### src/rtl/radio_spi_pkg.sv
`default_nettype none
// ============================================================================
// Module      : radio_spi_pkg
// Description : Shared encodings and widths for the radio board SPI master.
// Revision    : 1.0 - initial release
// ============================================================================
package radio_spi_pkg;

    // Chip-select target encoding on spi_target
    localparam logic TARGET_RADIO = 1'b0;
    localparam logic TARGET_DAC   = 1'b1;

    // Default word lengths for the two slaves
    localparam int RADIO_BITS_DEFAULT = 18;
    localparam int DAC_BITS_DEFAULT   = 16;

    // Width of the word port and the internal counters
    localparam int WORD_W = 18;
    localparam int HPC_W  = 8;
    localparam int BIT_W  = 5;

    typedef enum logic [2:0] {
        ST_IDLE  = 3'd0,
        ST_SETUP = 3'd1,
        ST_HIGH  = 3'd2,
        ST_LOW   = 3'd3,
        ST_GAP   = 3'd4
    } state_t;

endpackage
`default_nettype wire

### src/rtl/radio_spi_halfper_ctr.sv
`default_nettype none
// ============================================================================
// Module      : radio_spi_halfper_ctr
// Description : Half-period down-counter. Loaded with CLK_DIV-1 whenever the
//               state machine enters a new state; tc flags the last cycle of
//               the current state visit.
// Revision    : 1.0 - initial release
// ============================================================================
module radio_spi_halfper_ctr
    import radio_spi_pkg::*;
#(
    parameter int CLK_DIV = 4
) (
    input  logic clk,
    input  logic reset,
    input  logic load,
    output logic tc
);

    localparam logic [HPC_W-1:0] LOAD_VAL = HPC_W'(CLK_DIV - 1);

    logic [HPC_W-1:0] count;

    // Count down to zero and hold; a load restarts the half period
    always_ff @(posedge clk) begin
        if (reset) begin
            count <= '0;
        end else if (load) begin
            count <= LOAD_VAL;
        end else if (count != '0) begin
            count <= count - 1'b1;
        end
    end

    assign tc = (count == '0);

endmodule
`default_nettype wire

### src/rtl/radio_spi_master.sv
`default_nettype none
// ============================================================================
// Module      : radio_spi_master
// Description : Serialises one register word at a time to either the MAX2829
//               transceiver or the AD9777 DAC, MSB (index 0) first. Data is
//               launched on SPI clock falling edges and sampled by the slave
//               on rising edges.
// Revision    : 1.0 - initial release
// ============================================================================
module radio_spi_master
    import radio_spi_pkg::*;
#(
    parameter int CLK_DIV    = 4,
    parameter int RADIO_BITS = RADIO_BITS_DEFAULT,
    parameter int DAC_BITS   = DAC_BITS_DEFAULT
) (
    input  logic              clk,
    input  logic              reset,
    input  logic              spi_start,
    input  logic              spi_target,
    input  logic [0:WORD_W-1] spi_wdata,
    output logic              spi_busy,
    output logic              spi_done,
    output logic              controller_spi_clk,
    output logic              controller_spi_data,
    output logic              controller_radio_cs,
    output logic              controller_dac_cs
);

    state_t            state;
    logic [WORD_W-1:0] shreg;      // shreg[WORD_W-1] holds the bit currently on the wire
    logic [BIT_W-1:0]  bits_left;  // rising edges still to be produced, including the current one
    logic              ctr_load;
    logic              ctr_tc;

    // Restart the half-period count on acceptance and on every state change
    assign ctr_load = ((state == ST_IDLE) && spi_start) || ((state != ST_IDLE) && ctr_tc);

    radio_spi_halfper_ctr #(
        .CLK_DIV (CLK_DIV)
    ) u_halfper_ctr (
        .clk   (clk),
        .reset (reset),
        .load  (ctr_load),
        .tc    (ctr_tc)
    );

    // Transfer state machine with registered SPI and handshake outputs
    always_ff @(posedge clk) begin
        if (reset) begin
            state               <= ST_IDLE;
            shreg               <= '0;
            bits_left           <= '0;
            spi_busy            <= 1'b0;
            spi_done            <= 1'b0;
            controller_spi_clk  <= 1'b0;
            controller_spi_data <= 1'b0;
            controller_radio_cs <= 1'b1;
            controller_dac_cs   <= 1'b1;
        end else begin
            spi_done <= 1'b0;
            case (state)
                ST_IDLE: begin
                    if (spi_start) begin
                        shreg               <= spi_wdata;
                        bits_left           <= (spi_target == TARGET_DAC) ? BIT_W'(DAC_BITS)
                                                                          : BIT_W'(RADIO_BITS);
                        spi_busy            <= 1'b1;
                        controller_radio_cs <= (spi_target != TARGET_RADIO);
                        controller_dac_cs   <= (spi_target != TARGET_DAC);
                        controller_spi_data <= spi_wdata[0];
                        state               <= ST_SETUP;
                    end
                end
                ST_SETUP: begin
                    if (ctr_tc) begin
                        controller_spi_clk <= 1'b1;
                        state              <= ST_HIGH;
                    end
                end
                ST_HIGH: begin
                    // Falling edge: advance data together with clk going low
                    if (ctr_tc) begin
                        controller_spi_clk  <= 1'b0;
                        controller_spi_data <= shreg[WORD_W-2];
                        shreg               <= {shreg[WORD_W-2:0], 1'b0};
                        state               <= ST_LOW;
                    end
                end
                ST_LOW: begin
                    if (ctr_tc) begin
                        if (bits_left > BIT_W'(1)) begin
                            bits_left          <= bits_left - 1'b1;
                            controller_spi_clk <= 1'b1;
                            state              <= ST_HIGH;
                        end else begin
                            controller_radio_cs <= 1'b1;
                            controller_dac_cs   <= 1'b1;
                            controller_spi_data <= 1'b0;
                            state               <= ST_GAP;
                        end
                    end
                end
                ST_GAP: begin
                    if (ctr_tc) begin
                        spi_busy <= 1'b0;
                        spi_done <= 1'b1;
                        state    <= ST_IDLE;
                    end
                end
                default: begin
                    state <= ST_IDLE;
                end
            endcase
        end
    end

endmodule
`default_nettype wire
### config.mk
export PLATFORM = sky130hd
export DESIGN_NAME = radio_spi_master
export DESIGN_NICKNAME = d
export VERILOG_FILES = /design/src/rtl/radio_spi_pkg.sv /design/src/rtl/radio_spi_halfper_ctr.sv /design/src/rtl/radio_spi_master.sv
export SDC_FILE = /design/constraint.sdc
export NUM_CORES = 1
export LEC_CHECK = 0
export BUFFER_PORTS_ARGS = -buffer_cell sky130_fd_sc_hd__buf_2
export CAP_MARGIN = 20
export CORE_MARGIN = 4
export CORE_UTILIZATION = 43
export DETAILED_ROUTE_END_ITERATION = 8
export PLACE_DENSITY = 0.62
export SYNTH_ARGS = -nofsm -noshare
export SYNTH_HDL_FRONTEND = slang
export SYNTH_SLANG_ARGS = --single-unit
### constraint.sdc
create_clock -name clk -period 2.07 [get_ports clk]
set_clock_uncertainty 0.1 [all_clocks]
set_input_delay 0.207 -clock clk [delete_from_list [all_inputs] [get_ports clk]]
set_output_delay 0.207 -clock clk [all_outputs]
set_load 0.01 [all_outputs]
Word-level counts from Yosys, hierarchy flattened
Cells that the tools add are included.
W data, S select, Z words.
{"block": "totals", "regBits": 39, "latch_bits": 0, "ramBits": 0, "mem_bits_ro": 0, "input_bits": 22, "output_inout_bits": 6, "word_cells": 85, "n_memories": 0}
{"block": "op_classes", "add_sub_neg": 2, "mul": 0, "n_div": 0, "magnitude_cmp": 1, "n_eq_ne": 11, "n_shift": 0, "mux": 36, "bitwise_logic": 2, "n_reduce_logical": 22}
{"cell": "$mux W17", "n": 2}
{"cell": "$pmux W17 S2", "n": 1}
{"cell": "$mux W3", "n": 6}
{"cell": "$mux W5", "n": 3}
{"cell": "$pmux W3 S5", "n": 1}
{"cell": "$reduce_and A5 Y1", "n": 3}
{"cell": "$mux W1", "n": 14}
{"cell": "$ne A2 B2 Y1 const B", "n": 7}
{"cell": "$pmux W5 S2", "n": 1}
{"cell": "$reduce_bool A3 Y1", "n": 3}
{"cell": "$logic_not A8 Y1", "n": 1}
{"cell": "$reduce_and A4 Y1", "n": 2}
{"cell": "$reduce_bool A2 Y1", "n": 4}
{"cell": "$reduce_bool A8 Y1", "n": 1}
{"cell": "$sub A8 B1 Y8 const B", "n": 1}
{"cell": "$eq A3 B2 Y1 const B", "n": 2}
{"cell": "$mux W2", "n": 3}
{"cell": "$pmux W1 S2", "n": 3}
{"cell": "$pmux W1 S3", "n": 2}
{"cell": "$reduce_and A3 Y1", "n": 2}
{"cell": "$gt A5 B1 Y1 const B", "n": 1}
{"cell": "$sub A5 B1 Y5 const B", "n": 1}
{"cell": "$reduce_or A2 Y1", "n": 2}
{"cell": "$eq A3 B1 Y1 const B", "n": 1}
{"cell": "other kinds (5)", "n": 7}

Longest topological paths before layout
Gate-level depths: netlist (run 1).
{"block": "depth", "ltp_word": 4, "ltp_mapped": 9, "mapped_depth_nobuf": 6}

Hierarchy
Synthesis (run 1) repeated with hierarchy kept, for this count alone.
{"block": "hier_totals", "cells_unflattened": 211, "hier_area_um2": 1916.8}
{"mod": "radio_spi_master", "n_inst": 1, "cells_each": 169, "area_each_um2": 1544.0, "seq_area_each_um2": 620.6}
{"mod": "radio_spi_halfper_ctr", "n_inst": 1, "cells_each": 42, "area_each_um2": 372.9, "seq_area_each_um2": 160.2}

Worst setup path before layout (run 1)
No wires, ideal clock.
{"block": "synth_path", "path_kind": "reg-to-reg", "start": "reg u_halfper_ctr.count[0]", "end": "reg shreg[10]", "setup_ns": 0.080, "arrival_ns": 1.769, "required_time_ns": 1.890, "path_slack_ns": 0.122, "stages_incl_launch_ff": 10, "n_path_buf": 3, "synth_period_minus_slack_ns": 1.948, "cell_sequence": "dfxtp_1 -> inv_1 -> ha_1 -> nor3b_2 -> and3_1 -> buf_6 -> or2_1 -> buf_6 -> buf_6 -> a211oi_2"}
{"block": "synth_between", "elab_chain_len": 3}
{"item": "start, declared", "line": "radio_spi_halfper_ctr.sv:22", "text": "logic [HPC_W-1:0] count;"}
{"item": "start signal, assigned", "line": "radio_spi_halfper_ctr.sv:31", "text": "count <= count - 1'b1;"}
{"item": "$logic_not A8 Y1", "line": "radio_spi_halfper_ctr.sv:35", "text": "assign tc = (count == '0);"}
{"item": "$ne A2 B2 Y1 (no source line)"}
{"item": "$reduce_and A3 Y1 (no source line)"}
{"item": "end signal, assigned", "line": "radio_spi_master.sv:65", "text": "shreg <= spi_wdata;"}
{"item": "end signal, assigned", "line": "radio_spi_master.sv:86", "text": "shreg <= {shreg[WORD_W-2:0], 1'b0};"}
{"item": "end, declared", "line": "radio_spi_master.sv:31", "text": "logic [WORD_W-1:0] shreg;"}
Every way passes these cells.
A chain may end at the register's enable or synchronous reset.

Worst setup path in the final report (run 1)
{"block": "layout_path", "start": "reg u_halfper_ctr.count[0]", "end": "reg bits_left[3]"}
{"block": "layout_between", "elab_chain_len": 3}
{"item": "$logic_not A8 Y1", "line": "radio_spi_halfper_ctr.sv:35"}
{"item": "$ne A2 B2 Y1 (no source line)"}
{"item": "$reduce_and A4 Y1 (no source line)"}
{"item": "end signal, assigned", "line": "radio_spi_master.sv:66", "text": "bits_left <= (spi_target == TARGET_DAC) ? BIT_W'(DAC_BITS)"}
{"item": "end signal, assigned", "line": "radio_spi_master.sv:93", "text": "bits_left <= bits_left - 1'b1;"}
{"item": "end, declared", "line": "radio_spi_master.sv:32", "text": "logic [BIT_W-1:0] bits_left;"}
Every way passes these cells.

==> summary.md, run 1 <==
| Metric | Value |
|---|---|
| Post-Synth Adder-Cell Area | `1.81%` |
| Synth area leaders | `dfxtp_1 (38%), mux2i_1 (8.7%), nor3_1 (6.8%)` |
| Diode count | `0` |
| Layout filler cell count | `between 400 and 500` |
| Leak | `0.000878 uW` |
| Core footprint | `between 4000 and 5000 um2` |
| Post-synthesis mux area share | `8.70%` |
| Vias in the first global route | `~1600` |
| Highest metal used | `met4` |
| Max Clk Rate | `523 MHz` |
| Synth Net Count | `244` |
| Post-synthesis sequential element count | `39` |
| PD cells | `1460 nW/um2` |
| Area delta synth->final | `13.8%` |
| Initial drt markers | `137` |
| Seq/Total Area, Yosys | `between 30% and 40%` |
| Crit Path Category | `reg2reg` |
| Xor/xnor share of the synthesized area | `2.11%` |
| Reg area | `between 700 and 800 um2` |
| Max VDD drop | `601 uV` |
| Fin. max-slew vios | `0` |
| Root Buffer | `clkbuf_8` |
| Hold_sp | `spi_target` |
| Commonest cells in the synthesized netlist | `dfxtp_1 (39), nor3_1 (28), mux2i_1 (18)` |
| Final core occ | `52.4%` |
| Crit end category | `flop` |
| Clock buffer count from CTS | `5` |
| Multi-input combinational cell area | `~1200 um2` |
| Worst min-delay path class | `in2reg` |
| Relative slew slack | `a little under two thirds` |
| Initial antenna violation count | `0` |
| Reg-to-reg setup timing slack | `approximately 0.16 ns` |
| Post-synth top area cell | `dfxtp_1` |
| Hold EP | `controller_dac_cs` |
| Clock Sinks | `39` |
| RSZ-0062 raised after global routing | `true` |
| Largest net degree at the start of global routing | `28` |
| Worst flop-to-flop path endpoint | `bits_left[3]` |
| Synthesized instance count | `219` |
| Tmin final | `1.91 ns` |
| Post-synthesis compound-gate area fraction | `about a fifth` |
| Total GRT Usage | `15.5%` |
| Cell count of the worst hold path | `2` |
| Arrival time worst endpoint | `roughly 2.0 ns` |
| Number of synthesized flops with an enable pin | `0` |
| Die ar. | `5990 um2` |
| Synth Area in Simple Gates | `roughly 24%` |
| Die H | `between 70 and 80 um` |
| Setup crit start kind | `flop` |
| DP HPWL | `3.17 mm` |
| Final hold violation count | `0` |
| H-tree depth | `2` |
| Origin of the critical flop-to-flop path | `u_halfper_ctr.count[0]` |
| Layout Nets | `272` |
| R2R depth | `6` |
| Synth top area share | `about 38%` |
| Worst slew pin tran | `between 0.5 and 0.6 ns` |
| First-pass GRT wire length | `between 7 and 8 mm` |
| Post-CTS Repair Setup Buffers | `0` |
| Status | `completed` |
| Vias per cell | `5.57` |
| Chip width | `77.4 um` |
| Delay-heaviest family, CP | `simple AND/OR/NAND/NOR gates` |
| Worst-Skew Late Latency | `0.29 ns` |
| WL met1 | `around 2.5 mm` |
| Drt total wl | `~4.5 mm` |
| Period utilization | `92.3%` |
| Gr ovfl total | `0` |
| Met2 WL | `1.82 mm` |
| Number of port buffers | `27` |
| Final setup fails | `0` |
| Slowest stage delay, CP | `0.52 ns` |
| Top Ports | `28` |
| Yosys cell types | `53` |
| Antenna-violating nets left | `0` |
| DRC violations left | `0` |
| Longest Clk Path Bufs | `2` |
| Met3 WL | `163 um` |
| Most frequently used flop master after synthesis | `dfxtp_1` |
| Clk slew on worst S/H paths | `0.08 ns` |
| WP buf/inv | `1` |
| Design area | `2360 um2` |
| Initial core utilization | `between 40% and 50%` |
| Asr flop ratio synth | `0%` |
| Worst Path Max Fanout | `5` |
| Share of cells above drive strength 1 | `27.8%` |
| CTS tree | `built` |
| Largest family of logic cells by synthesized area | `simple AND/OR/NAND/NOR gates` |
| CP Cell Sequence | `inv_1 -> ha_1 -> nor3b_2 -> nand2_2 -> or4b_1 -> a21oi_1` |
| First-pass DRT Iterations | `4` |
| Max cap viols | `0` |
| Slowest-stage cell, CP | `or4b_1` |
| Count leader, synth | `dfxtp_1` |
| Wire per inst | `14.9 um` |
| Worst EP required | `2.19 ns` |
| DR vias | `1672` |
| Cell Area, Placed | `2240 um2` |
| Rows | `24` |
| RD Place Congestion | `~0.86` |
| Fin Setup TNS | `0 ns` |
| Avg Cell Area, Syn | `~9.5 um2` |
| Synthesized area | `2070 um2` |
| Synthesis Warnings | `0` |
[where the power goes]
| part | switching [uW] | internal (uW) |
|---|---|---|
| Clock | 281 | 359 |
| Sequential | 238 | 981 |
| Combinational | 858 | 718 |
[cells by family after synthesis]
kind of cell / Yosys count
buffers and inverters: 22
multiplexers: 18
adder cells (fa/ha/maj): 3
flip-flops: 39
AO/OA/AOI/OAI: 47
AND/OR/NAND/NOR: 85
XOR/XNOR: 5
[cell usage in the layout (no fill, tap or decap), types with 2 or more instances in the layout]
cell      netlist  layout
o21bai_1        2       2
a21oi_1         8       8
dfxtp_1        39      39
nand3_1         5       5
xor2_1          2       2
nand2_1         9       9
inv_1           6       6
or2_2           2       2
nor3_1         28      28
a211oi_2       10      10
clkbuf_8        1       5
nor2_1         14      14
nand3b_1        2       2
buf_2           4      27
ha_1            3       3
a31oi_1         3       3
xnor2_1         3       3
nor3b_2         2       2
o21ai_0         4       4
nand4_1         2       2
a211oi_1        8       8
mux2i_1        18      18
or3_1           3       3
nand2b_1        4       4
buf_4           1      10
[timing repair]
item / 4_1_cts / 5_1_grt
gates resized for setup: 0 / 1
setup endpoints to repair: 0 / 2
hold buffers: 0 / 0
[per-stage QoR]
step	hold slack, ns	cells	power, uW	worst slack (ns)
5_1_grt	0.0162	300	3690	-0.00462
2_1_floorplan	0.197	219	2430	0.122
3_5_place_dp	0.327	292	2790	0.165
4_1_cts	0.0109	300	3440	0.142
6_report	0.0153	300	3440	0.159
3_3_place_gp	0.326	292	2770	0.226
[worst max-delay path by stage]
stage / start / endpoint / cells after the start
after floorplan: u_halfper_ctr.count[0] / shreg[10] / 9
after global placement: u_halfper_ctr.count[0] / bits_left[3] / 6
after detailed placement: u_halfper_ctr.count[0] / bits_left[3] / 6
after CTS: u_halfper_ctr.count[0] / bits_left[3] / 6
after global routing: u_halfper_ctr.count[0] / bits_left[3] / 6
final: u_halfper_ctr.count[0] / bits_left[3] / 6
[sequential cells by signal (all words and copies together) (netlist names), 3 cells and up]
register	cells
u_halfper_ctr.count	8
shreg	17
bits_left	5
state	3
[metal layers]
layer,track usage (%),vias up
li1,-,870
met1,23.7,766
met2,22.0,31
met3,3.59,5
met4,3.20,0
met5,0,-
[area by class of cell]
cell class,count,area share [%]
timing repair buffer,37,8.91
clock inverter,3,1.86
clock buffer,5,2.92
tap,52,2.76
inverter,6,0.955
sequential,39,33.1
multi-input combinational,158,49.5
No activity file was read; power rests on OpenSTA's default activity.
==> run 2: changes to the inputs <==
--- a/config.mk
+++ b/config.mk
@@ -8,9 +8,10 @@
 export BUFFER_PORTS_ARGS = -buffer_cell sky130_fd_sc_hd__buf_2
 export CAP_MARGIN = 20
 export CORE_MARGIN = 4
-export CORE_UTILIZATION = 43
+export CORE_UTILIZATION = 30
+export CTS_BUF_LIST = sky130_fd_sc_hd__clkbuf_2 sky130_fd_sc_hd__clkbuf_4 sky130_fd_sc_hd__clkbuf_8
 export DETAILED_ROUTE_END_ITERATION = 8
-export PLACE_DENSITY = 0.62
+export PLACE_DENSITY = 0.46
 export SYNTH_ARGS = -nofsm -noshare
 export SYNTH_HDL_FRONTEND = slang
 export SYNTH_SLANG_ARGS = --single-unit
==> summary.md, run 2 (synthesis gave the netlist of run 1 again) <==
| Metric | Value |
|---|---|
| Tot Pwr | `3330 uW (-2.9%)` |
| Initial core utilization | `30.7% (-15 points)` |
| Cell count of the worst hold path | `2 (unchanged)` |
| Max cap viols | `0 (unchanged)` |
| Top reg by flops | `shreg` |
| Worst Path Max Fanout | `5 (unchanged)` |
| DR vias | `1684 (+0.72%)` |
| Clock buffer count from CTS | `5 (unchanged)` |
| Slowest-stage cell, CP | `or4b_1` |
| Drt total wl | `4.75 mm (+6.2%)` |
| Diode count | `0 (unchanged)` |
| Post-CTS Repair Setup Buffers | `0 (unchanged)` |
| Wire per inst | `14.5 um (-2.9%)` |
| RD Place Congestion | `0.770 (-10%)` |
| RSZ-0062 raised after global routing | `false` |
| Initial drt markers | `62 (-55%)` |
| Final hold violation count | `0 (unchanged)` |
| Setup crit start kind | `flop` |
| Fin. max-slew vios | `0 (unchanged)` |
| First-pass DRT Iterations | `4 (unchanged)` |
| Crit end category | `flop` |
| CP Cell Sequence | `inv_1 -> ha_1 -> nor3b_2 -> nand2_2 -> or4b_1 -> a21oi_1` |
| Clock Sinks | `39 (unchanged)` |
| Worst slew pin tran | `0.466 ns (-0.0759 ns)` |
| Status | `completed` |
| Max reg flops | `17 (unchanged)` |
| Tmin final | `1.90 ns (-0.0130 ns)` |
| Period utilization | `91.7% (-0.63 points)` |
| Share of cells above drive strength 1 | `28.2% (+0.40 points)` |
| Worst EP required | `2.20 ns (about the same)` |
| R2R depth | `6 (unchanged)` |
| Crit Path Category | `reg2reg` |
| Commonest cells after routing, fill and taps aside | `dfxtp_1 (39), nor3_1 (28), buf_2 (27)` |
| PD cells | `1400 nW/um2 (-4.1%)` |
| Die ar. | `8300 um2 (+38%)` |
| DP HPWL | `3.35 mm (+5.6%)` |
| Initial antenna violation count | `0 (unchanged)` |
| Worst min-delay path class | `in2reg` |
| Die H | `91.1 um (+18%)` |
| Max Clk Rate | `527 MHz (+0.68%)` |
| Vias per cell | `5.13 (-7.9%)` |
| Leak | `0.000871 uW (-0.84%)` |
| Clk slew on worst S/H paths | `0.08 ns (about the same)` |
| Total GRT Usage | `12.6% (-2.9 points)` |
| Area delta synth->final | `15.2%` |
| Vias in the first global route | `1688 (+4.7%)` |
| H-tree depth | `2 (unchanged)` |
| First-pass GRT wire length | `8.48 mm (+9.9%)` |
| Root Buffer | `clkbuf_8` |
| Worst-Skew Late Latency | `0.29 ns (about the same)` |
| Layout Nets | `272 (unchanged)` |
| Top Registers | `shreg: 17 flops, u_halfper_ctr.count: 8 flops, bits_left: 5 flops` |
| Final setup fails | `0 (unchanged)` |
| Gr ovfl total | `0 (unchanged)` |
| Top Ports | `28 (unchanged)` |
| Number of port buffers | `27 (unchanged)` |
| Rows | `30 (+25%)` |
| Chip width | `91.1 um (+18%)` |
| Fin Setup TNS | `0 ns (unchanged)` |
| Relative slew slack | `68.7% (+4.8 points)` |
| Longest Clk Path Bufs | `2 (unchanged)` |
| Core footprint | `6760 um2 (+50%)` |
| Antenna-violating nets left | `0 (unchanged)` |
| Arrival time worst endpoint | `2.03 ns (about the same)` |
| Largest net degree at the start of global routing | `21 (-25%)` |
| Slowest stage delay, CP | `0.52 ns (about the same)` |
| Max VDD drop | `594 uV (-1.1%)` |
| CTS tree | `built` |
| DRC violations left | `0 (unchanged)` |
| Commonest non-fill, non-tap cell in the layout | `dfxtp_1` |
## run 2: changes by cell type in the layout (fill, tap and decap cells not counted)
cell / previous run / this run
a2111oi_1: 1 / 0
a2111oi_2: 0 / 1
buf_12: 0 / 1
buf_4: 10 / 9
bufinv_16: 1 / 0
clkbuf_4: 0 / 1
clkinv_4: 1 / 0
clkinvlp_4: 0 / 1
## run 2: final timing paths
| check | endpoint | from | slack [ns] |
|---|---|---|---|
| setup / recovery | bits_left[3] | u_halfper_ctr.count[0] | 0.17 |
| hold / removal | controller_dac_cs | spi_target | 0.01 |
| setup reg to reg | bits_left[3] | u_halfper_ctr.count[0] | 0.17 |
| hold reg to reg | controller_spi_data | controller_spi_data | 0.38 |
## run 2: critical path: cells and delay by family (launching register included)
family | cells | cell delay (ns)
DFF | 1 | 0.35
and+or+nand+nor | 3 | 1.01
adders and majority gates | 1 | 0.17
AOI/OAI and AO/OA | 1 | 0.15
buffers and inverters | 1 | 0.07
## run 2: layout make-up
type | count | area (um2)
sequential | 39 | 781
timing repair buffer | 37 | 223
clock inverter | 2 | 12.5
multi-input combinational | 158 | 1170
clock buffer | 6 | 76.3
inverter | 6 | 22.5
tap | 80 | 100
fill | 719 | 4370
## run 2: routing by layer
metal,up-vias,share of wire [%],GRT usage [%]
met5,-,0,0
met4,0,1.4,4.90
met3,5,3.5,3.23
met2,21,45,18.7
met1,791,50,17.6
li1,867,-,-
## run 2: repair_timing
action	in CTS	in global routing
endpoints found under the setup margin	0	3
hold buffers	0	0
gates resized for setup	0	2
## run 2: stage by stage
step / setup WS (ns) / instance area [um2] / util, % / std cells / hold WS [ns]
floorplan: 0.122 / 2070 / - / 219 / 0.197
global placement: 0.187 / 2290 / 33.9 / 320 / 0.327
detailed placement: 0.191 / 2290 / 33.9 / 320 / 0.329
CTS: 0.158 / 2380 / 35.2 / 328 / 0.00823
global route: 0.0102 / 2390 / 35.3 / 328 / 0.00384
finish: 0.172 / 2390 / 35.3 / 328 / 0.0142
## run 2: where the power goes
part           internal (uW)  switching, uW  total [uW]
clock network            249            287         536
registers                981            233        1210
logic                    733            852        1580
==> run 3: changes to the inputs <==
--- a/config.mk
+++ b/config.mk
@@ -11,7 +11,9 @@
 export CORE_UTILIZATION = 30
 export CTS_BUF_LIST = sky130_fd_sc_hd__clkbuf_2 sky130_fd_sc_hd__clkbuf_4 sky130_fd_sc_hd__clkbuf_8
 export DETAILED_ROUTE_END_ITERATION = 8
+export GPL_TIMING_DRIVEN = 0
 export PLACE_DENSITY = 0.46
+export RECOVER_POWER = 50
 export SYNTH_ARGS = -nofsm -noshare
 export SYNTH_HDL_FRONTEND = slang
 export SYNTH_SLANG_ARGS = --single-unit
==> summary.md, run 3 (synthesis gave the netlist of run 1 again) <==
| Metric | Value |
|---|---|
| Initial core utilization | `30.7% (unchanged)` |
| Wire per inst | `15.4 um (+6.1%)` |
| Fin. max-slew vios | `0 (unchanged)` |
| Clk slew on worst S/H paths | `0.08 ns (about the same)` |
| Drt total wl | `5.12 mm (+7.8%)` |
| Met2 WL | `2.29 mm (+6.0%)` |
| Max cap viols | `0 (unchanged)` |
| Highest metal used | `met4` |
| Max Clk Rate | `521 MHz (-1.2%)` |
| Worst Path Max Fanout | `10 (+5)` |
| Max VDD drop | `776 uV (+31%)` |
| Die ar. | `8300 um2 (unchanged)` |
| Worst EP required | `2.20 ns (about the same)` |
| First-pass DRT Iterations | `4 (unchanged)` |
| Die H | `91.1 um (unchanged)` |
| Clock buffer count from CTS | `5 (unchanged)` |
| Top Registers | `shreg: 17 flops, u_halfper_ctr.count: 8 flops, bits_left: 5 flops` |
| Chip width | `91.1 um (unchanged)` |
| Status | `completed` |
| RSZ-0062 raised after global routing | `false` |
| Layout Nets | `278 (+2.2%)` |
| H-tree depth | `2 (unchanged)` |
| Leak | `0.000861 uW (-1.2%)` |
| Setup crit end | `bits_left[3]` |
| Slowest stage delay, CP | `0.54 ns (+0.02 ns)` |
| Worst setup path startpoint | `u_halfper_ctr.count[4]` |
| Total GRT Usage | `13.2% (+0.58 points)` |
| Gr ovfl total | `0 (unchanged)` |
| Met3 WL | `230 um (+37%)` |
| Top Ports | `28 (unchanged)` |
| Setup crit start kind | `flop` |
| Area delta synth->final | `17.5%` |
| Largest net degree at the start of global routing | `12 (-43%)` |
| DR vias | `1742 (+3.4%)` |
| Antenna-violating nets left | `0 (unchanged)` |
| PD cells | `1430 nW/um2 (+2.6%)` |
| Reg-to-reg setup timing slack | `0.15 ns (-0.02 ns)` |
| First-pass GRT wire length | `8.71 mm (+2.7%)` |
| RD Place Congestion | `0.830 (+7.8%)` |
| Diode count | `0 (unchanged)` |
| WL met1 | `2.51 mm (+6.2%)` |
| Relative slew slack | `55.8% (-13 points)` |
| CTS tree | `built` |
| Core footprint | `6760 um2 (unchanged)` |
| Longest Clk Path Bufs | `2 (unchanged)` |
| Worst slew pin tran | `0.663 ns (+0.197 ns)` |
| Number of port buffers | `25 (-7.4%)` |
| Root Buffer | `clkbuf_8` |
| Commonest cells after routing, fill and taps aside | `dfxtp_1 (37), nor3_1 (28), buf_2 (20)` |
| R2R depth | `4 (-2)` |
| Crit end category | `flop` |
| Fin Setup TNS | `0 ns (unchanged)` |
| Final setup fails | `0 (unchanged)` |
| Worst-Skew Late Latency | `0.30 ns (about the same)` |
| Vias in the first global route | `1736 (+2.8%)` |
| Rows | `30 (unchanged)` |
| Vias per cell | `5.23 (+1.9%)` |
| Final hold violation count | `0 (unchanged)` |
| Slowest-stage cell, CP | `or4b_1` |
| Clock Sinks | `39 (unchanged)` |
| Max reg flops | `17 (unchanged)` |
| Share of cells above drive strength 1 | `25.3% (-2.9 points)` |
| CP Cell Sequence | `nor4_4 -> nand2_2 -> or4b_1 -> a21oi_1` |
| Top reg by flops | `shreg` |
| Post-CTS Hold Fix Bufs | `0 (unchanged)` |
| Initial drt markers | `27 (-56%)` |
| Commonest non-fill, non-tap cell in the layout | `dfxtp_1` |
| Tot Pwr | `3490 uW (+4.6%)` |
| Crit Path Category | `reg2reg` |
| Arrival time worst endpoint | `2.06 ns (+0.03 ns)` |
| DRC violations left | `0 (unchanged)` |
| Period utilization | `92.8% (+1.1 points)` |
| DP HPWL | `3.60 mm (+7.5%)` |
| Worst min-delay path class | `in2reg` |
| Origin of the critical flop-to-flop path | `u_halfper_ctr.count[4]` |
| Worst flop-to-flop path endpoint | `bits_left[3]` |
| Layout filler cell count | `705 (-1.9%)` |
| Initial antenna violation count | `0 (unchanged)` |
| Tmin final | `1.92 ns (+0.0232 ns)` |
[run 3: worst min-delay path by stage]
stage / depth (start not counted) / from / endpoint
final: 2 / spi_target / controller_dac_cs
after global routing: 2 / spi_target / controller_dac_cs
after CTS: 2 / spi_target / controller_dac_cs
after detailed placement: 2 / spi_target / controller_dac_cs
after global placement: 2 / spi_target / controller_dac_cs
after floorplan: 1 / spi_target / controller_dac_cs
[run 3: stage by stage]
stage | setup slack [ns] | area (um2) | instances | util (%) | hold slack, ns
2_1_floorplan | 0.122 | 2070 | 219 | - | 0.197
3_3_place_gp | -0.139 | 2300 | 324 | 34.0 | 0.326
3_5_place_dp | -0.115 | 2300 | 324 | 34.0 | 0.328
4_1_cts | 0.00889 | 2420 | 332 | 35.9 | 0.00676
5_1_grt | 0.0193 | 2430 | 333 | 36.0 | 0.00196
6_report | 0.149 | 2430 | 333 | 36.0 | 0.00640
[run 3: layout make-up]
type,instances,area (um2),area share (%)
timing repair buffer,28,136,5.60
buffer,15,106,4.37
multi-input combinational,158,1180,48.3
sequential,39,786,32.3
inverter,6,22.5,0.925
tap,80,100,4.11
clock inverter,1,30.0,1.23
clock buffer,6,76.3,3.14
[run 3: power breakdown]
part | total, uW | switching, uW | internal, uW
Clock | 635 | 269 | 367
Sequential | 1170 | 184 | 988
Combinational | 1680 | 934 | 746
Total | 3490 | 1390 | 2100
[run 3: repair_timing]
| action | in CTS | in global routing |
|---|---|---|
| setup buffers | 1 | 2 |
| resized for setup | 3 | 6 |
| endpoints found under the setup margin | 14 | 16 |
| pin swaps | 0 | 1 |
[run 3: critical path, delay by kind of cell, from the launching register on]
kind / cells / cell delay, ns
flops: 1 / 0.37
compound gates: 1 / 0.15
simple gates: 3 / 1.25
[run 3: routing by layer]
layer | track usage (%) | vias up
met2 | 20.1 | 42
met5 | 0 | -
met3 | 3.07 | 12
li1 | - | 880
met4 | 6.41 | 0
met1 | 17.6 | 808
